--- src/rtl/riscv_ctrl_pkg.sv ---
// rtl/riscv_ctrl_pkg.sv - opcodes, state encoding, class and fault codes for the multicycle controller
package riscv_ctrl_pkg;

    localparam logic [6:0] OPC_OP     = 7'b0110011;
    localparam logic [6:0] OPC_OP_IMM = 7'b0010011;
    localparam logic [6:0] OPC_LOAD   = 7'b0000011;
    localparam logic [6:0] OPC_STORE  = 7'b0100011;
    localparam logic [6:0] OPC_BRANCH = 7'b1100011;
    localparam logic [6:0] OPC_JAL    = 7'b1101111;
    localparam logic [6:0] OPC_JALR   = 7'b1100111;
    localparam logic [6:0] OPC_LUI    = 7'b0110111;
    localparam logic [6:0] OPC_AUIPC  = 7'b0010111;
    localparam logic [6:0] OPC_SYSTEM = 7'b1110011;

    localparam logic [2:0] F3_PRIV = 3'b000;

    typedef enum logic [2:0] {
        ST_FETCH  = 3'd0,
        ST_DECODE = 3'd1,
        ST_EXEC   = 3'd2,
        ST_MEM    = 3'd3,
        ST_WB     = 3'd4,
        ST_HALT   = 3'd5
    } state_t;

    typedef enum logic [2:0] {
        CL_ALU_REG = 3'd0,
        CL_ALU_IMM = 3'd1,
        CL_LOAD    = 3'd2,
        CL_STORE   = 3'd3,
        CL_BRANCH  = 3'd4,
        CL_SYSTEM  = 3'd5,
        CL_ILLEGAL = 3'd6
    } class_t;

    localparam logic [1:0] FLT_NONE    = 2'b00;
    localparam logic [1:0] FLT_SYSTEM  = 2'b01;
    localparam logic [1:0] FLT_ILLEGAL = 2'b10;
    localparam logic [1:0] FLT_TIMEOUT = 2'b11;

endpackage

--- src/rtl/instr_class_decoder.sv ---
// rtl/instr_class_decoder.sv - maps {opcode, funct3} to an instruction class and a legal flag
module instr_class_decoder
    import riscv_ctrl_pkg::*;
(
    input  logic [6:0] opcode,
    input  logic [2:0] funct3,
    output logic [2:0] instr_class,
    output logic       legal
);

    // Pure lookup; SYSTEM is only legal as ECALL/EBREAK (funct3 = 000)
    always_comb begin
        instr_class = CL_ILLEGAL;
        legal       = 1'b1;
        case (opcode)
            OPC_OP:     instr_class = CL_ALU_REG;
            OPC_OP_IMM,
            OPC_LUI,
            OPC_AUIPC,
            OPC_JAL,
            OPC_JALR:   instr_class = CL_ALU_IMM;
            OPC_LOAD:   instr_class = CL_LOAD;
            OPC_STORE:  instr_class = CL_STORE;
            OPC_BRANCH: instr_class = CL_BRANCH;
            OPC_SYSTEM: begin
                if (funct3 == F3_PRIV) begin
                    instr_class = CL_SYSTEM;
                end else begin
                    legal = 1'b0;
                end
            end
            default:    legal = 1'b0;
        endcase
    end

endmodule

--- src/rtl/multicycle_controller.sv ---
// rtl/multicycle_controller.sv - multicycle RV64 sequencer; CTRL_PERF_CNT_EN adds cycle_cnt/instret
module multicycle_controller
    import riscv_ctrl_pkg::*;
#(
    parameter int WORDSIZE    = 64,
    parameter int MEM_TIMEOUT = 255
) (
    input  logic                clk,
    input  logic                rst,
    input  logic                run,
    input  logic [6:0]          opcode,
    input  logic [2:0]          funct3,
    input  logic                dm_ready,
    output logic                finished,
    output logic                rf_write_en,
    output logic                dm_write_en,
    output logic                dm_req,
    output logic                mem_to_reg,
    output logic                alu_src_imm,
    output logic                halted,
    output logic [1:0]          fault_code
`ifdef CTRL_PERF_CNT_EN
    ,
    output logic [WORDSIZE-1:0] cycle_cnt,
    output logic [WORDSIZE-1:0] instret
`endif
);

    localparam logic [7:0] WAIT_LAST = 8'(MEM_TIMEOUT - 1);

    state_t     state;
    state_t     state_d;
    logic [9:0] op_q;
    logic [7:0] wait_cnt;
    logic [1:0] fault_d;
    logic [2:0] cls_raw;
    class_t     cls;
    logic       legal;
    logic       is_imm;
    logic       mem_timeout;

    // Classification always works on the captured instruction, never the live opcode
    instr_class_decoder u_decoder (
        .opcode      (op_q[6:0]),
        .funct3      (op_q[9:7]),
        .instr_class (cls_raw),
        .legal       (legal)
    );

    assign cls         = class_t'(cls_raw);
    assign is_imm      = (cls != CL_ALU_REG) && (cls != CL_BRANCH);
    assign mem_timeout = (wait_cnt == WAIT_LAST) && !dm_ready;

    // State, captured instruction, MEM wait counter and sticky fault code
    always_ff @(posedge clk or posedge rst) begin
        if (rst) begin
            state      <= ST_FETCH;
            op_q       <= '0;
            wait_cnt   <= '0;
            fault_code <= FLT_NONE;
        end else begin
            state      <= state_d;
            fault_code <= fault_d;
            // Captured on entry to DECODE so the decoder output is valid throughout DECODE
            if (state == ST_FETCH && run) begin
                op_q <= {funct3, opcode};
            end
            // Held at zero outside MEM, so every MEM visit starts counting from zero
            if (state == ST_MEM) begin
                wait_cnt <= wait_cnt + 8'd1;
            end else begin
                wait_cnt <= '0;
            end
        end
    end

    // Next-state, fault capture and datapath strobes
    always_comb begin
        state_d     = state;
        fault_d     = fault_code;
        finished    = 1'b0;
        rf_write_en = 1'b0;
        dm_write_en = 1'b0;
        dm_req      = 1'b0;
        mem_to_reg  = 1'b0;
        alu_src_imm = 1'b0;
        halted      = 1'b0;
        case (state)
            ST_FETCH: begin
                if (run) state_d = ST_DECODE;
            end
            ST_DECODE: begin
                if (!legal) begin
                    state_d = ST_HALT;
                    fault_d = FLT_ILLEGAL;
                end else if (cls == CL_SYSTEM) begin
                    state_d = ST_HALT;
                    fault_d = FLT_SYSTEM;
                end else begin
                    state_d = ST_EXEC;
                end
            end
            ST_EXEC: begin
                alu_src_imm = is_imm;
                if (cls == CL_LOAD || cls == CL_STORE) begin
                    state_d = ST_MEM;
                end else if (cls == CL_BRANCH) begin
                    state_d  = ST_FETCH;
                    finished = 1'b1;
                end else begin
                    state_d = ST_WB;
                end
            end
            ST_MEM: begin
                alu_src_imm = is_imm;
                dm_req      = 1'b1;
                dm_write_en = (cls == CL_STORE);
                // A ready on the last allowed cycle still wins over the timeout
                if (dm_ready) begin
                    if (cls == CL_STORE) begin
                        state_d  = ST_FETCH;
                        finished = 1'b1;
                    end else begin
                        state_d = ST_WB;
                    end
                end else if (mem_timeout) begin
                    state_d = ST_HALT;
                    fault_d = FLT_TIMEOUT;
                end
            end
            ST_WB: begin
                alu_src_imm = is_imm;
                finished    = 1'b1;
                rf_write_en = 1'b1;
                mem_to_reg  = (cls == CL_LOAD);
                state_d     = ST_FETCH;
            end
            ST_HALT: begin
                halted = 1'b1;
            end
            default: begin
                state_d = ST_FETCH;
            end
        endcase
    end

`ifdef CTRL_PERF_CNT_EN
    // Free-running performance counters, frozen once halted
    always_ff @(posedge clk or posedge rst) begin
        if (rst) begin
            cycle_cnt <= '0;
            instret   <= '0;
        end else begin
            if (state != ST_HALT) cycle_cnt <= cycle_cnt + WORDSIZE'(1);
            if (finished)         instret   <= instret + WORDSIZE'(1);
        end
    end
`endif

endmodule
--- config.mk ---
export PLATFORM = sky130hd
export DESIGN_NAME = multicycle_controller
export DESIGN_NICKNAME = d
export VERILOG_FILES = /design/src/rtl/riscv_ctrl_pkg.sv /design/src/rtl/instr_class_decoder.sv /design/src/rtl/multicycle_controller.sv
export SDC_FILE = /design/constraint.sdc
export NUM_CORES = 1
export LEC_CHECK = 0
export BUFFER_PORTS_ARGS = -buffer_cell sky130_fd_sc_hd__buf_4
export CAP_MARGIN = 5
export CORE_MARGIN = 1.5
export CORE_UTILIZATION = 54
export DETAILED_ROUTE_END_ITERATION = 10
export PLACE_DENSITY_LB_ADDON = 0.25
export REMOVE_ABC_BUFFERS = 1
export SETUP_SLACK_MARGIN = 0.15
export SLEW_MARGIN = 40
export SYNTH_ARGS = -nofsm -noshare
export SYNTH_HDL_FRONTEND = slang
export SYNTH_SLANG_ARGS = --single-unit
--- constraint.sdc ---
create_clock -name clk -period 1.8 [get_ports clk]
set_input_delay 0.36 -clock clk [delete_from_list [all_inputs] [get_ports clk]]
set_output_delay 0.36 -clock clk [all_outputs]
set_load 0.02 [all_outputs]
; Yosys cells after proc, flatten, opt, wreduce, memory -nomap -nowiden
; Cells that the tools add are included.
[totals]
ff_bits = 23
latchBits = 0
ram_bits = 0
romBits = 0
in_bits = 14
out_inout_bits = 9
word_cells = 76
n_memories = 0
[classes]
add_sub_neg = 1
mul = 0
div_mod_pow = 0
order_cmp = 0
n_eq_ne = 26
n_shift = 0
mux = 30
bitwise_logic = 1
n_reduce_logical = 14
[op_table]
columns = operator, count
row1 = $eq A7 B7 Y1 const B, 4
row2 = $mux W3, 8
row3 = $eq A7 B6 Y1 const B, 3
row4 = $pmux W3 S6, 1
row5 = $pmux W3 S5, 1
row6 = $eq A7 B5 Y1 const B, 2
row7 = $eq A3 B2 Y1 const B, 4
row8 = $eq A3 B3 Y1 const B, 4
row9 = $mux W1, 11
row10 = $mux W2, 5
row11 = $ne A3 B3 Y1 const B, 3
row12 = $reduce_or A9 Y1, 1
row13 = $add A8 B1 Y8 const B, 1
row14 = $eq A8 B8 Y1 const B, 1
row15 = $mux W8, 1
row16 = $eq A7 B2 Y1 const B, 1
row17 = $logic_not A3 Y1, 2
row18 = $ne A2 B2 Y1 const B, 3
row19 = $reduce_or A5 Y1, 1
row20 = $pmux W2 S2, 1
row21 = $reduce_and A4 Y1, 1
row22 = $eq A3 B1 Y1 const B, 1
row23 = $logic_and A1 B1 Y1, 3
row24 = $pmux W1 S3, 1
row25 = 8 further kinds, 8

; Longest topological paths before layout
[logic_depth]
word_depth = 7
depth_mapped = 7
mapped_depth_nobuf = 7

; Hierarchy
; From an unflattened synthesis, not the netlist that was laid out.
[hier_totals]
cells_unflattened = 128
hier_area_um2 = 1375.1
[modules_own_cells]
columns = module, instances, cells_each, area_each_um2, seq_area_each_um2
row1 = multicycle_controller, 1, 108, 1242.4, 575.6
row2 = instr_class_decoder, 1, 20, 132.6, 0.0

; Worst setup path before layout
; No wires, ideal clock.
[synth_path]
path_type = register -> output
start = register state[2]
end = output port finished
arrival_time_ns = 1.662
required_time_ns = 1.440
setup_slack_ns = -0.222
path_stages_with_launch = 7
n_path_buf = 2
path_cell_list = dfrtp_1 > clkbuf_1 > or3_1 > buf_6 > inv_2 > and3_1 > a22o_2
[synth_via]
elab_chain_len = 2
[synth_rtl]
columns = element, line
row1 = start: declaration, multicycle_controller.sv:31  ; state_t state;
row2 = start signal: assignment, multicycle_controller.sv:62  ; state <= state_d;
row3 = $eq A3 B3 Y1 or $eq A3 B2 Y1 (tied branches), multicycle_controller.sv:88  ; case (state)
row4 = $pmux W1 S3 (*), multicycle_controller.sv:88
row5 = end: declaration, multicycle_controller.sv:14  ; output logic finished,
; Every way passes the cells marked *; elsewhere a longest branch is shown, timed or not.

; Worst setup path in the final report
[layout_path]
start = register state[1]
end = output port finished
; The elaborated chain is that of the path after synthesis.

==> impl_results.rst <==
.. list-table::
   :header-rows: 1

   * - Metric
     - Value
   * - Status
     - finished with violations
   * - Violations in the final reports
     - setup timing
   * - Fill cells
     - about 130
   * - All-layer global routing usage
     - 0.251
   * - Root buf cell
     - sky130_fd_sc_hd__clkbuf_4
   * - Number of ports placed on the die boundary
     - 23
   * - Starting DRT DRC Count
     - 57
   * - Initial antenna violation count
     - 0
   * - Final Max Tran Viols
     - 0
   * - Initial DRT Pass Iterations
     - 4
   * - Upper clock frequency limit
     - between 400 and 500 MHz
   * - Largest net degree at the start of global routing
     - 24
   * - XOR/XNOR Fraction of Synth Area
     - 0.0350
   * - Remaining Overflow, GRT
     - 0
   * - Worst clock skew
     - 0.0130 ns
   * - Compound-gate portion of the synthesized area
     - 0.135
   * - Standard-cell row count
     - 17
   * - Maximum root-to-sink buffer count
     - 2
   * - Actual transition at the worst max-transition pin
     - slightly below 0.4 ns
   * - Vias in the first global route
     - 1053
   * - Global-route wire length before repair
     - about 4800 um
   * - CORE AREA
     - 2190 um^2
   * - Hold violation total from the final report
     - 0
   * - Biggest fanout along the worst timing path
     - 3
   * - Cell taking the most area after synthesis
     - sky130_fd_sc_hd__dfrtp_1
   * - Kind of cell adding the most delay to the critical path
     - simple AND/OR/NAND/NOR gates
   * - Setup slack after layout
     - -0.319 ns
   * - Dominant combinational cell family by area after synthesis
     - simple AND/OR/NAND/NOR gates
   * - Slowest stage cell on the critical path
     - sky130_fd_sc_hd__dfrtp_1
   * - Share of the synthesized area in the top cell type
     - 0.460
   * - Cell-by-cell listing of the critical path
     - inv_2 > or3_4 > inv_2 > and3_4 > a22o_4 > buf_6
   * - Sequential area share after synthesis
     - 0.460
   * - Clock buffer count from CTS
     - 3
   * - Synthesized-area fraction occupied by and/or/nand/nor cells
     - 0.199
   * - Worst endpoint required time
     - ~1.4 ns
   * - Setup repair after global routing missed its margin
     - true
   * - Clk pin slew, worst setup/hold paths
     - roughly 0.15 ns
   * - Drc violations
     - 0
   * - Via count normalized by instance count
     - ~6.0
   * - Flip-flop cell with the highest count after synthesis
     - sky130_fd_sc_hd__dfrtp_1
   * - Headroom to the max-slew limit
     - 0.739
   * - R2r worst-path depth
     - 5
   * - Dominant cell by count in the synthesized netlist
     - sky130_fd_sc_hd__dfrtp_1
   * - Mux contribution to synthesized area
     - 0.0990
   * - Cells after Synth
     - about 120
   * - Utilization of the core after routing
     - 0.811
   * - Final count of negative-setup-slack endpoints
     - 4
   * - Unique cell type count in the Yosys netlist
     - just over 40
   * - Count of nets after finishing
     - ~180
   * - Dominant cells by area after synthesis
     - sky130_fd_sc_hd__dfrtp_1 46%, sky130_fd_sc_hd__mux2_2 9.9%, sky130_fd_sc_hd__nor2_1 3.0%
   * - Worst skew pair latency
     - between 0.3 and 0.4 ns
   * - Final Power
     - between 2 and 3 mW
   * - Half-perimeter wire length after placement
     - roughly 2000 um
   * - WL per Instance
     - roughly 19 um
   * - Initial core utilization
     - 0.571
   * - Synthesis-to-finish area growth
     - 42.0%
   * - Worst path max stage delay
     - 0.44 ns
   * - Count of antenna-violating nets left after detailed routing
     - 0
   * - Input/output buffers
     - 22
   * - Worst IR Drop VDD
     - around 1.2 mV
   * - Setup crit end kind
     - output pin
   * - Ratio of final minimum period to clock period
     - 1.18
   * - Worst setup SP type
     - flop
   * - Number of flops mapped to enable cells by yosys
     - 0
   * - Synthesized area per cell
     - just over 10 um^2
   * - CP Class
     - flop to output pin
   * - Seq cells post-synth
     - 23
   * - Total buffers and inverters traversed by the critical path
     - 3
   * - Yosys warns
     - 0
   * - Die area
     - approximately 2600 um^2
   * - Pre-CTS setup slack
     - 0.0424 ns
   * - Die Y
     - about 51 um
   * - Number of diodes added for antenna fixing
     - 0
   * - Final min period
     - about 2.1 ns
   * - Max cap viols
     - 0
   * - TritonCTS Sinks
     - 23
   * - Count of vias placed by the detailed router
     - roughly 1100
   * - Die width
     - roughly 50 um
   * - Routed wire length
     - about 3500 um
   * - Most used cell along the critical path
     - sky130_fd_sc_hd__inv_2
   * - Number of levels in the clock H-tree
     - 1
   * - Fraction of layout instances using a drive strength above 1
     - 0.531
   * - Data arrival time of the critical path
     - between 1.5 and 2 ns
   * - Power per standard cell area
     - 1420 nW/um^2
   * - Top cell types by occurrence after synthesis
     - 23 x sky130_fd_sc_hd__dfrtp_1, 11 x sky130_fd_sc_hd__mux2_2, 10 x sky130_fd_sc_hd__nor2_1
   * - Clock tree from TritonCTS
     - yes
   * - Async set-or-reset flop fraction in the synthesized netlist
     - 1.00
   * - Adder-cell area share of the yosys netlist
     - 0.0200
   * - Min-Delay Path Class
     - primary input to async pin
   * - GP Congestion
     - 0.885
   * - Leak Pwr
     - between 0.7 and 0.8 nW
   * - Critical path depth in cells
     - 6
   * - Mapped cell area
     - ~1300 um^2
## registers in the layout, summed over array words and instances (netlist names)
name / cells
wait_cnt: 8
fault_code: 2
state: 3
op_q: 10
## timing repair
action | 4_1_cts | 5_1_grt
resized for setup | 15 | 31
gates cloned | 0 | 1
endpoints found under the setup margin | 8 | 12
pin swaps | 5 | 3
setup buffers | 5 | 1
hold buffers | 0 | 0
endpoints found under the hold margin | 0 | 0
## per-layer routing
metal | part of all wire | GRT usage | vias to the layer above
met5 | 0 | 0 | -
met4 | 0.022 | 0.0946 | 0
met3 | 0.049 | 0.0292 | 9
met2 | 0.52 | 0.437 | 47
met1 | 0.41 | 0.318 | 564
li1 | - | - | 504
## metrics by stage
step	cells	cell area, um^2	hold slack [ns]	TNS, ns
after floorplan	114	1200	0.362	-4.30
after global placement	177	1510	0.416	0
after detailed placement	177	1510	0.424	0
after CTS	186	1630	0.0697	-0.624
after global routing	188	1780	0.0690	-1.01
final	188	1780	0.0570	-0.834
## cell families after synthesis
kind of cell,after synthesis
AOI/OAI and AO/OA,22
buffers and inverters,12
and+or+nand+nor,46
adders and majority gates,2
muxes,11
DFF,23
xor gates and xnor gates,5
## worst min-delay path, delay by kind of cell
family	cells	cell delay (ns)
buf+inv	3	0.43
## cell usage in the layout, fill, tap and decap left out, drive strengths merged, types with 2 or more instances in the layout
cell type	n
nand3	6
dfrtp	23
nand2b	2
inv	5
mux2	11
and3	2
a21oi	3
nand2	9
xor2	4
ha	2
buf	42
nor3	2
o21ai	6
nor3b	3
clkbuf	3
o31ai	2
or3	4
nor2	10
nor4b	3
## cell type report
class                      instances  area, um^2  share of cell area
multi-input combinational         86         761               0.428
timing repair buffer              42         353               0.199
tap                               28        35.0              0.0197
inverter                           5        18.8              0.0106
clock inverter                     1        7.51             0.00423
clock buffer                       3        22.5              0.0127
sequential                        23         579               0.326
## path summary, 6_finish.rpt
check / to / slack (ns) / start
worst min register to register: wait_cnt[0] / 0.49 / wait_cnt[0]
max in group asynchronous: op_q[4] / 1.49 / rst
worst min-delay path: fault_code[0] / 0.06 / rst
worst max-delay path: finished / -0.32 / state[1]
worst max register to register: op_q[0] / 0.09 / state[1]
min in group clk: op_q[5] / 0.26 / opcode[5]
## power by group
part / internal, mW / switching, mW
clock network: 0.0846 / 0.176
logic: 0.720 / 0.686
registers: 0.674 / 0.186
total: 1.48 / 1.05
(Power assumes the default switching activity.)
